[src/rtl/exhaustive_response_capture.sv]
// -----------------------------------------------------------------------------
// exhaustive_response_capture
//
// Purpose:
//   Sweeps a small DUT through every input pattern 0 .. 2**WIDTH-1 in
//   ascending order. Each pattern is held for SETTLE_CYCLES cycles, then the
//   DUT's single response bit is sampled for one cycle. The full response
//   truth table is built on chip and compared bit-for-bit against a golden
//   table, giving a pass/fail result together with the captured table.
//
// Parameters:
//   WIDTH          number of DUT input bits (2**WIDTH patterns)
//   SETTLE_CYCLES  cycles each pattern is held before sampling (0..15)
//
// Ports:
//   CK              in   system clock, rising edge
//   reset           in   asynchronous active-low reset
//   start           in   single-cycle sweep request (ignored while busy)
//   N_out           out  pattern to the DUT, bit-reversed (N_out[0] = index MSB)
//   dut_out         in   DUT response bit, sampled only in SAMPLE
//   golden_vec      in   expected response, bit p for pattern p
//   busy            out  sweep in progress
//   done            out  sweep complete, held until next start or reset
//   resp_vec        out  captured response, bit p for pattern p
//   ones_count      out  number of 1s in resp_vec
//   mismatch        out  any captured bit differed from golden_vec
//   mismatch_count  out  number of differing bits
//   first_mismatch  out  lowest mismatching pattern index, 0 if none
// -----------------------------------------------------------------------------
module exhaustive_response_capture #(
  parameter int WIDTH         = 4,
  parameter int SETTLE_CYCLES = 1
) (
  input  logic                  CK,
  input  logic                  reset,
  input  logic                  start,
  output logic [WIDTH-1:0]      N_out,
  input  logic                  dut_out,
  input  logic [2**WIDTH-1:0]   golden_vec,
  output logic                  busy,
  output logic                  done,
  output logic [2**WIDTH-1:0]   resp_vec,
  output logic [WIDTH:0]        ones_count,
  output logic                  mismatch,
  output logic [WIDTH:0]        mismatch_count,
  output logic [WIDTH-1:0]      first_mismatch
);

  localparam int              NPAT        = 2**WIDTH;
  localparam logic [WIDTH-1:0] P_LAST     = {WIDTH{1'b1}};
  localparam logic [WIDTH-1:0] P_ONE      = {{(WIDTH-1){1'b0}}, 1'b1};
  localparam logic [3:0]      SETTLE_LAST = 4'(SETTLE_CYCLES - 1);
  localparam logic            NO_SETTLE   = (SETTLE_CYCLES == 0);

  typedef enum logic [1:0] {
    IDLE   = 2'd0,
    SETTLE = 2'd1,
    SAMPLE = 2'd2,
    DONE   = 2'd3
  } state_e;

  state_e              state_q, state_d;
  logic [WIDTH-1:0]    p_q, p_d;
  logic [3:0]          settle_q, settle_d;
  logic [WIDTH-1:0]    n_out_q, n_out_d;
  logic                busy_q, busy_d;
  logic                done_q, done_d;
  logic [NPAT-1:0]     resp_q, resp_d;
  logic [WIDTH:0]      ones_q, ones_d;
  logic                mm_q, mm_d;
  logic [WIDTH:0]      mcnt_q, mcnt_d;
  logic [WIDTH-1:0]    first_q, first_d;

  logic                bit_mismatch_s;
  logic [WIDTH-1:0]    p_inc_s;

  // The pattern index is presented to the DUT MSB-first on N_out[0].
  function automatic logic [WIDTH-1:0] bit_reverse(input logic [WIDTH-1:0] v);
    logic [WIDTH-1:0] r;
    r = {WIDTH{1'b0}};
    for (int i = 0; i < WIDTH; i++) begin
      r[WIDTH-1-i] = v[i];
    end
    return r;
  endfunction

  assign bit_mismatch_s = dut_out ^ golden_vec[p_q];
  assign p_inc_s        = p_q + P_ONE;

  // Next-state and result-update logic for the sweep FSM.
  always_comb begin
    state_d  = state_q;
    p_d      = p_q;
    settle_d = settle_q;
    n_out_d  = n_out_q;
    busy_d   = busy_q;
    done_d   = done_q;
    resp_d   = resp_q;
    ones_d   = ones_q;
    mm_d     = mm_q;
    mcnt_d   = mcnt_q;
    first_d  = first_q;

    case (state_q)
      IDLE, DONE: begin
        if (start) begin
          p_d      = {WIDTH{1'b0}};
          settle_d = 4'd0;
          n_out_d  = {WIDTH{1'b0}};
          busy_d   = 1'b1;
          done_d   = 1'b0;
          resp_d   = {NPAT{1'b0}};
          ones_d   = {(WIDTH+1){1'b0}};
          mm_d     = 1'b0;
          mcnt_d   = {(WIDTH+1){1'b0}};
          first_d  = {WIDTH{1'b0}};
          state_d  = NO_SETTLE ? SAMPLE : SETTLE;
        end else begin
          state_d = state_q;
        end
      end

      SETTLE: begin
        if (settle_q == SETTLE_LAST) begin
          settle_d = 4'd0;
          state_d  = SAMPLE;
        end else begin
          settle_d = settle_q + 4'd1;
        end
      end

      SAMPLE: begin
        resp_d[p_q] = dut_out;
        ones_d      = ones_q + {{WIDTH{1'b0}}, dut_out};
        if (bit_mismatch_s) begin
          mm_d   = 1'b1;
          mcnt_d = mcnt_q + {{WIDTH{1'b0}}, 1'b1};
          // mm_q still low means no earlier pattern has mismatched.
          if (!mm_q) begin
            first_d = p_q;
          end else begin
            first_d = first_q;
          end
        end else begin
          mm_d = mm_q;
        end

        if (p_q != P_LAST) begin
          p_d     = p_inc_s;
          n_out_d = bit_reverse(p_inc_s);
          state_d = NO_SETTLE ? SAMPLE : SETTLE;
        end else begin
          busy_d  = 1'b0;
          done_d  = 1'b1;
          n_out_d = {WIDTH{1'b0}};
          state_d = DONE;
        end
      end

      default: begin
        state_d = IDLE;
      end
    endcase
  end

  // State and result registers, cleared asynchronously by reset.
  always_ff @(posedge CK or negedge reset) begin
    if (!reset) begin
      state_q  <= IDLE;
      p_q      <= {WIDTH{1'b0}};
      settle_q <= 4'd0;
      n_out_q  <= {WIDTH{1'b0}};
      busy_q   <= 1'b0;
      done_q   <= 1'b0;
      resp_q   <= {NPAT{1'b0}};
      ones_q   <= {(WIDTH+1){1'b0}};
      mm_q     <= 1'b0;
      mcnt_q   <= {(WIDTH+1){1'b0}};
      first_q  <= {WIDTH{1'b0}};
    end else begin
      state_q  <= state_d;
      p_q      <= p_d;
      settle_q <= settle_d;
      n_out_q  <= n_out_d;
      busy_q   <= busy_d;
      done_q   <= done_d;
      resp_q   <= resp_d;
      ones_q   <= ones_d;
      mm_q     <= mm_d;
      mcnt_q   <= mcnt_d;
      first_q  <= first_d;
    end
  end

  assign N_out          = n_out_q;
  assign busy           = busy_q;
  assign done           = done_q;
  assign resp_vec       = resp_q;
  assign ones_count     = ones_q;
  assign mismatch       = mm_q;
  assign mismatch_count = mcnt_q;
  assign first_mismatch = first_q;

endmodule

[config.mk]
export PLATFORM = sky130hd
export DESIGN_NAME = exhaustive_response_capture
export DESIGN_NICKNAME = d
export VERILOG_FILES = /design/src/rtl/exhaustive_response_capture.sv
export SDC_FILE = /design/constraint.sdc
export NUM_CORES = 1
export LEC_CHECK = 0
export CAP_MARGIN = 20
export CORE_ASPECT_RATIO = 1.4
export CORE_MARGIN = 5
export CORE_UTILIZATION = 30
export DETAILED_ROUTE_END_ITERATION = 16
export PLACE_DENSITY = 0.63
export REMOVE_ABC_BUFFERS = 1
export SLEW_MARGIN = 10
export SYNTH_ARGS = -nofsm -noshare
export SYNTH_HDL_FRONTEND = slang
export SYNTH_SLANG_ARGS = --single-unit
[constraint.sdc]
create_clock -name CK -period 3.1 [get_ports CK]
set_input_delay 0.775 -clock CK [delete_from_list [all_inputs] [get_ports CK]]
set_output_delay 0.775 -clock CK [all_outputs]
set_load 0.005 [all_outputs]
==> flow_summary_export.csv <==
group,metric,value,unit
outcome,status,"completed",
yosys,yosysWarnings,0,
floorplan,die_h,119,µm
floorplan,row_count,39,
sta,clock_skew,5.83,ps
sta,slew-limit-headroom,47.3,%
power,power.density,723,nW/µm²
yosys,yosys_most_used_dff,"dfrtp_1",
clocking,ctsHoldBuffers,0,
yosys,ys_seq_area_share,46.5,%
sta,tns,0,ps
yosys,synth_edf_count,0,
final_layout,layout-drive-gt1-share,8.75,%
yosys,netlist_instances,262,
detailed_routing,viasPerCell,4.96,
critical_path,critical_path.max_stage_delay,560,ps
detailed_routing,wl_per_cell,14.8,µm
critical_path,worst_path_max_delay_cell,"mux4_2",
sta,period_minus_slack,2880,ps
final_layout,syn2layout_area_growth,33.3,%
critical_path,reg2reg_slack,530,ps
clocking,clockBufferDepth,2,
global_route,grt-ovfl-total,0,
clocking,cts_max_level,2,
clocking,cts_tree,"yes",
floorplan,ios,57,
sta,period_share,92.9,%
place,gp_congestion,0.781,
yosys,yosysUniqueCellTypes,41,
place,port_buffers,56,
clocking,cts_resized,0,
final_layout,n_antenna_cell,0,
run,drv_cap,0,
global_route,antenna_found_initial,0,
global_route,grt_pass1_wl,10500,µm
critical_path,reg2reg_depth,5,
detailed_routing,drt_iter0_markers,191,
global_route,grt_max_degree,27,
place,dp_hpwl,4700,µm
final_layout,final_cell_mix,"clkdlybuf4s50_1, dfrtp_1, nand3_1, o21ai_0, nand2_1",
sta,max_freq,347,MHz
final_layout,layout.cells.most_common,"clkdlybuf4s50_1",
sta,slew_violations,0,
sta,holdWs,444,ps
critical_path,path_class,"input port to flip-flop",
detailed_routing,antenna_left,0,
clocking,postCtsSetupBuffers,0,
critical_path,cp_max_fo,3,
critical_path,cp-end-kind,"flip-flop",
clocking,clk-insertion-delay-late,290,ps
sta,rsz0062_at_grt,"false",
detailed_routing,drc,0,
floorplan,die_width,87.6,µm
critical_path,crit_chain,"clkdlybuf4s50_1 > mux4_1 > mux4_2 > xnor2_4 > or2_2 > a311o_1",
sta,worst_pin_slew,782,ps
critical_path,critPathRequiredTime,3270,ps
critical_path,r2r-end,"first_mismatch[2]",
critical_path,start_kind,"input port",
final_layout,fin_nets,351,
clocking,clock_sink_count,47,
clocking,root_buffer,"clkbuf_16",
power,irDropWorstVdd,326,µV
yosys,async_flop_share,100,%
worst_hold_path,timing.hold.worst.class,"input port to asynchronous set/reset pin",
sta,setup_viol,0,
clocking,numCtsBuffers,5,
critical_path,crit_arrival,3050,ps
yosys,synth_seq_cells,47,
floorplan,coreArea,8200,µm²
clocking,clkTransAtPathRegs,60,ps
detailed_routing,vias,2093,
floorplan,initial_core_util,30.9,%
power,p_leak,1.38,nW
global_route,grt_usage,12.5,%
global_route,grt_pass1_vias,2110,
floorplan,die_area,10400,µm²
final_layout,fillers,814,
sta,hold_viol,0,
yosys,postSynthAreaPerCell,9.66,µm²
detailed_routing,first_pass_iters,4,
yosys,syn_area,2530,µm²
detailed_routing,routed_wl,6250,µm
critical_path,r2r-start,"p_q[0]",
-- worst max-delay path: cells and delay by family --
kind	cells	cell delay [ps]
XOR/XNOR	1	160
AND/OR/NAND/NOR	1	310
AO/OA/AOI/OAI	1	360
buffers and inverters	1	380
multiplexers	2	1060
-- final cells by class --
type	count	area [µm²]	share of cell area, %
inverters	14	52.6	1.56
clock buffers	5	125	3.71
well taps	102	128	3.78
repair buffers	68	646	19.1
flip-flops and latches	47	1180	34.9
multi-input cells	183	1230	36.4
clock inverters	3	20.0	0.593
-- kinds of logic (layout without fill, tap and decap cells) --
| logic type | after synthesis | after routing | share of synthesized area, % |
|---|---|---|---|
| compound gates | 59 | 59 | 15.0 |
| xor+xnor | 7 | 7 | 3.17 |
| fa+ha+maj | 12 | 12 | 5.93 |
| buf+inv | 32 | 90 | 5.04 |
| flops | 47 | 47 | 46.5 |
| mux | 7 | 7 | 5.84 |
| simple gates | 98 | 98 | 18.5 |
-- worst max path at each step --
stage,from,end,cells past startpoint
after floorplan,golden_vec[9],first_mismatch[2],5
after global placement,golden_vec[9],first_mismatch[2],6
after detailed placement,golden_vec[12],first_mismatch[3],6
after CTS,golden_vec[9],first_mismatch[3],6
after global routing,golden_vec[3],first_mismatch[3],6
final,golden_vec[9],first_mismatch[2],6
-- per-layer routing --
metal | GRT usage (%) | up-vias | wire, µm
met1 | 14.8 | 1004 | 2580
met5 | 0 | - | 0
met3 | 1.95 | 6 | 193
met2 | 22.0 | 30 | 3340
met4 | 4.89 | 0 | 133
li1 | - | 1053 | -
-- synth_stat cells (2+ instances only) --
| library cell | instances | area share [%] |
|---|---|---|
| nand2_1 | 27 | 4.0 |
| nor3_1 | 4 | 0.79 |
| mux2i_1 | 2 | 0.79 |
| a32o_1 | 3 | 1.2 |
| o211ai_1 | 6 | 1.8 |
| mux4_1 | 4 | 4.2 |
| or2_2 | 4 | 0.99 |
| clkbuf_1 | 16 | 2.4 |
| nand3_1 | 37 | 7.3 |
| inv_1 | 14 | 2.1 |
| nor2b_1 | 3 | 0.74 |
| o22ai_1 | 3 | 0.74 |
| nand4_1 | 5 | 1.2 |
| nor2_1 | 11 | 1.6 |
| o21ai_0 | 28 | 5.5 |
| nor3b_1 | 2 | 0.59 |
| xor2_1 | 4 | 1.4 |
| a21oi_1 | 5 | 0.99 |
| nand2b_1 | 3 | 0.74 |
| dfrtp_1 | 47 | 46 |
| xnor2_1 | 2 | 0.69 |
| o32ai_1 | 2 | 0.69 |
| ha_1 | 12 | 5.9 |
-- state kept, by name, indices dropped and copies added (netlist names) --
register        cells
N_out               4
done                1
mismatch            1
first_mismatch      4
mismatch_count      5
state_q             2
settle_q            4
resp_vec           16
p_q                 4
busy                1
ones_count          5
-- metrics by stage --
stage | cell area (µm²) | cells | power, mW | utilization (%) | setup slack, ps
2_1_floorplan | 2450 | 244 | 1.40 | - | 377
3_3_place_gp | 3230 | 414 | 1.92 | 39.4 | -52.9
3_5_place_dp | 3230 | 414 | 1.94 | 39.4 | -99.7
4_1_cts | 3370 | 422 | 2.47 | 41.1 | 202
5_1_grt | 3370 | 422 | 2.62 | 41.1 | 111
6_report | 3370 | 422 | 2.44 | 41.1 | 220
-- power by group --
group	leakage [nW]	switching, mW	total, mW	internal, mW
clock network	0.0658	0.227	0.524	0.297
logic	0.668	0.620	1.09	0.473
registers	0.642	0.106	0.822	0.716
No activity file was read; power rests on OpenSTA's default activity.
